<file path="src/rtl/tx_frame_sequencer.sv">
// tx_frame_sequencer: 10G MAC TX control FSM (preamble, data, pad, FCS, term, IFG).
// Build option TX_AUTO_PAD_EN: pad short frames; when undefined short frames abort.
module tx_frame_sequencer #(
    parameter int MIN_FRAME_BYTES = 60,
    parameter int MAX_FRAME_BYTES = 1514,
    parameter int IFG_CYCLES      = 2
) (
    input  logic        txclk,
    input  logic        reset,
    input  logic        tx_enable,
    input  logic        tx_start,
    input  logic [7:0]  tx_data_valid,
    input  logic        tx_eop,
    output logic        tx_ack,
    output logic        send_preamble,
    output logic        send_data,
    output logic        send_pad,
    output logic        send_fcs,
    output logic        send_term,
    output logic        send_error,
    output logic [13:0] frame_len,
    output logic        good_frame_sent,
    output logic        bad_frame_sent
);

    typedef enum logic [7:0] {
        IDLE = 8'b0000_0001,
        PRE  = 8'b0000_0010,
        DATA = 8'b0000_0100,
        PAD  = 8'b0000_1000,
        FCS  = 8'b0001_0000,
        TERM = 8'b0010_0000,
        ERR  = 8'b0100_0000,
        IFG  = 8'b1000_0000
    } state_t;

    localparam logic [13:0] MIN_LEN  = 14'(MIN_FRAME_BYTES);
    localparam logic [13:0] MAX_LEN  = 14'(MAX_FRAME_BYTES);
    localparam logic [7:0]  IFG_LOAD = 8'(IFG_CYCLES);
    // The IDLE cycle that samples tx_start is itself the last gap cycle.
    localparam state_t      GAP_NEXT = (IFG_CYCLES > 1) ? IFG : IDLE;

    state_t      state;
    logic [7:0]  ifg_cnt;
    logic [3:0]  lane_cnt;
    logic [14:0] data_sum;
    logic [13:0] data_len;

    always_comb begin
        lane_cnt = 4'd0;
        for (int i = 0; i < 8; i++) begin
            lane_cnt = lane_cnt + {3'd0, tx_data_valid[i]};
        end
    end

    assign data_sum = {1'b0, frame_len} + {11'd0, lane_cnt};
    assign data_len = data_sum[14] ? 14'h3FFF : data_sum[13:0];

`ifdef TX_AUTO_PAD_EN
    logic [13:0] pad_gap;
    logic [13:0] pad_len;

    always_comb begin
        pad_gap = MIN_LEN - frame_len;
        pad_len = (pad_gap > 14'd8) ? frame_len + 14'd8 : MIN_LEN;
    end
`endif

    always_ff @(posedge txclk or posedge reset) begin
        if (reset) begin
            state           <= IDLE;
            frame_len       <= 14'd0;
            ifg_cnt         <= 8'd0;
            tx_ack          <= 1'b0;
            good_frame_sent <= 1'b0;
            bad_frame_sent  <= 1'b0;
        end else begin
            tx_ack          <= 1'b0;
            good_frame_sent <= 1'b0;
            bad_frame_sent  <= 1'b0;
            unique case (state)
                IDLE: begin
                    if (ifg_cnt != 8'd0) begin
                        ifg_cnt <= ifg_cnt - 8'd1;
                    end
                    if (tx_start && tx_enable) begin
                        state     <= PRE;
                        tx_ack    <= 1'b1;
                        frame_len <= 14'd0;
                    end
                end
                PRE: begin
                    state <= DATA;
                end
                DATA: begin
                    frame_len <= data_len;
                    if (tx_data_valid == 8'h00) begin
                        state <= ERR;
                    end else if (data_len > MAX_LEN) begin
                        state <= ERR;
                    end else if (tx_eop && (data_len < MIN_LEN)) begin
`ifdef TX_AUTO_PAD_EN
                        state <= PAD;
`else
                        state <= ERR;
`endif
                    end else if (tx_eop) begin
                        state <= FCS;
                    end
                end
`ifdef TX_AUTO_PAD_EN
                PAD: begin
                    frame_len <= pad_len;
                    if (pad_len == MIN_LEN) begin
                        state <= FCS;
                    end
                end
`endif
                FCS: begin
                    state <= TERM;
                end
                TERM: begin
                    good_frame_sent <= 1'b1;
                    ifg_cnt         <= IFG_LOAD;
                    state           <= GAP_NEXT;
                end
                ERR: begin
                    bad_frame_sent <= 1'b1;
                    ifg_cnt        <= IFG_LOAD;
                    state          <= GAP_NEXT;
                end
                IFG: begin
                    ifg_cnt <= ifg_cnt - 8'd1;
                    if (ifg_cnt <= 8'd2) begin
                        state <= IDLE;
                    end
                end
                default: begin
                    state <= IDLE;
                end
            endcase
        end
    end

    assign send_preamble = (state == PRE);
    assign send_data     = (state == DATA);
    assign send_fcs      = (state == FCS);
    assign send_term     = (state == TERM);
    assign send_error    = (state == ERR);
`ifdef TX_AUTO_PAD_EN
    assign send_pad      = (state == PAD);
`else
    assign send_pad      = 1'b0;
`endif

    onehot_state_a: assert property (
        @(posedge txclk) disable iff (reset) $onehot(state)
    );

endmodule

</file>
<file path="config.mk">
export PLATFORM = sky130hd
export DESIGN_NAME = tx_frame_sequencer
export DESIGN_NICKNAME = d
export VERILOG_FILES = /design/src/rtl/tx_frame_sequencer.sv
export SDC_FILE = /design/constraint.sdc
export NUM_CORES = 1
export LEC_CHECK = 0
export ABC_CLOCK_PERIOD_IN_PS = 5550
export CAP_MARGIN = 5
export CORE_MARGIN = 5
export CORE_UTILIZATION = 35
export DETAILED_ROUTE_END_ITERATION = 8
export PLACE_DENSITY = 0.58
export SLEW_MARGIN = 15
export SYNTH_ARGS = -nofsm -noshare
export SYNTH_HDL_FRONTEND = slang
export SYNTH_SLANG_ARGS = --single-unit
</file>
<file path="constraint.sdc">
create_clock -name txclk -period 5.55 [get_ports txclk]
set_clock_uncertainty 0.15 [all_clocks]
set_input_delay 1.11 -clock txclk [delete_from_list [all_inputs] [get_ports txclk]]
set_output_delay 1.11 -clock txclk [all_outputs]
set_load 0.02 [all_outputs]
</file>
==> impl_metrics.toml <==
[status]
outcome = "complete, no violations"

[yosys]
ys_seq_area_frac = 0.341
async_reset_ff_frac = 1.00
ys_ff_latch = 32
yosys.cell_types.count = 58
yosys_warnings = 0
syn_area_um2 = 2350
syn_avg_cell_area_um2 = 8.93
syn_inst = 263
syn-num-nets = 290
synth_ff_type = "dfrtp_1"
synth-edff-count = 0

[critical_path]
path_common_cell = "fa_1"
crit_path_top_delay_cell = "fa_1"
r2r_setup_slack_ns = 1.56
crit_type = "in2reg"
cp-start-kind = "input port"
path_cells = "clkdlybuf4s50_1, fa_1, inv_1, fa_1, fa_1, fa_2, fa_2, nand2b_4, a211oi_4, buf_4, buf_4, nand2_1, a2111oi_4, nor4_2, a31o_1"
critPathArrivalTime_ns = 5.42
path_max_fanout = 5
crit_required_ns = 5.59
endpoint_kind = "register"
critPathMaxStageDelay_ns = 0.56

[layout]
postLayoutCellArea_um2 = 2980
final_nets = 335
nFillCells = 604
drive_gt1_frac = 0.142
syn2layout_area_growth_pct = 26.7
num_antenna_cells = 0
fin_util = 0.464

[power]
peakVddDrop_v = 0.0000941
p_per_area_nw_per_um2 = 250
leakagePower_uw = 0.00125

[timing]
max_freq_mhz = 186
whs_ns = 0.384
hold_viol = 0
rsz0062_at_grt = "no"
period_needed_ns = 5.38
tns_ns = 0
maxSlewHeadroom = 0.615
maxSlewViolCount = 0
post-route-period-util = 0.969
setup_viol = 0
tightest_slew_ns = 0.572

[global_routing]
grt_overflow_total = 0
grt_max_degree = 33
grt_pass1_vias = 2076
antenna_found_initial = 0
groute.usage.overall = 0.145
grt_first_pass_wirelength_um = 9890

[cts]
h-tree-depth = 2
cts_buffer_depth = 2
clock_latency_ns = 0.29
cts_tree = "yes"
clock-sinks = 32
clk_pin_slew_ns = 0.08
cts_buffers = 5
ctsHoldBuffers = 0
root_buffer = "clkbuf_8"

[min_path]
min_path_type = "reg2reg"

[drt]
drt-total-wl_um = 5690
avgRoutedWirePerCell_um = 14.7
detail_route.iter0.violations = 70
drtAntennaViolNets = 0
vias_per_cell = 5.31
dr_total_vias = 2051
drt_first_pass_iters = 4
drcViolationCount = 0

[flow_run]
drv_cap = 0

[die]
chipWidth_um = 91.9
start_util = 0.366
row_count = 29
die-area_um2 = 8450
boundaryPins = 36
core_um2 = 6420
die_h_um = 91.9

[placement]
gp_congestion = 0.874
hpwlAfterDp_um = 4280
dpl_cell_area_um2 = 2840
port_buffers = 34
## power by group
| group | internal [µW] | switching (µW) | total (µW) |
|---|---|---|---|
| Combinational | 101 | 115 | 216 |
| Clock | 133 | 98.9 | 232 |
| Sequential | 267 | 28.6 | 296 |
## routing by layer
metal,vias to the layer above,track usage,routed length [µm]
li1,1023,-,-
met1,980,0.190,2640
met2,39,0.237,2770
met3,9,0.0270,195
met4,0,0.0520,89
met5,-,0,0
## repair_timing
item                       in CTS  in global routing
setup endpoints to repair       0                  3
gates resized for setup         0                  4
buffers inserted                0                  1
## final cells by class
type / count / area [µm²] / area share
Clock buffer: 5 / 68.8 / 0.0231
Timing Repair Buffer: 48 / 445 / 0.150
Clock inverter: 3 / 42.5 / 0.0143
Sequential cell: 32 / 802 / 0.269
Multi-Input combinational cell: 198 / 1440 / 0.482
Tap cell: 77 / 96.3 / 0.0324
Inverter: 23 / 86.3 / 0.0290
## registers in the layout (all words and copies together) (netlist names)
register / flops
bad_frame_sent: 1
state: 7
good_frame_sent: 1
ifg_cnt: 8
frame_len: 14
tx_ack: 1
## cells in the mapped netlist, types with 2 or more instances
cell type,n,area [µm²]
nor3_1,12,60.1
dfrtp_1,31,776
a21oi_1,14,70.1
nand3b_1,2,15.0
nor4_1,4,25.0
o21a_1,2,15.0
fa_1,5,100
ha_1,9,113
xnor2_1,5,43.8
and3_1,4,25.0
nand2_1,16,60.1
inv_2,2,7.51
xor2_1,11,96.3
nor2b_1,2,12.5
nand4_1,4,25.0
o2111ai_1,2,17.5
nand4b_1,2,17.5
nor2_1,29,109
or2b_2,2,17.5
a21boi_0,2,15.0
a31oi_1,6,37.5
inv_1,21,78.8
nor4b_1,4,35.0
o21ai_0,12,60.1
nand3_1,11,55.1
and2_1,2,12.5
and3b_2,2,20.0
a311oi_1,2,17.5
nand2b_1,3,18.8
or3_1,2,12.5
mux2i_1,4,40.0
clkbuf_1,4,15.0
buf_2,5,25.0
## final timing paths
path	from	endpoint	cells past startpoint
worst min register to register	state[5]	bad_frame_sent	1
worst max register to register	frame_len[0]	state[2]	13
worst max-delay path	tx_data_valid[0]	state[2]	15
worst min-delay path	state[5]	bad_frame_sent	1
max in group asynchronous	reset	state[0]	3
min in group asynchronous	reset	tx_ack	3
## worst max-delay path, delay by kind of cell
kind / cells / cell delay (ns)
fa+ha+maj: 5 / 2.20
simple gates: 3 / 0.36
buf+inv: 4 / 0.77
compound gates: 3 / 0.97
## cells by family (layout without fill, tap and decap cells)
logic type | after synthesis | in the layout | share of synthesized area
compound gates | 54 | 54 | 0.168
simple gates | 108 | 108 | 0.260
fa+ha+maj | 14 | 14 | 0.0905
flops | 32 | 32 | 0.341
other cells | 1 | 1 | 0.00160
mux | 5 | 5 | 0.0218
xor+xnor | 16 | 16 | 0.0596
buf+inv | 33 | 79 | 0.0570
## through the flow
stage	setup WS, ns	total power (µW)	cells
floorplan	0.339	448	263
finish	0.170	743	386
detailed placement	-0.281	512	377
CTS	0.0297	745	385
global placement	-0.227	506	377
global route	0.0197	795	386
## cell usage in the layout, fill, tap and decap left out, types with 11 or more instances in the layout
cell type,instances
nor2_1,29
a21oi_1,14
nor3_1,12
nand2_1,16
buf_4,14
nand3_1,11
inv_1,21
o21ai_0,12
dfrtp_1,31
xor2_1,11
clkdlybuf4s50_1,34
Note: power is estimated with default switching activity, not from simulation.
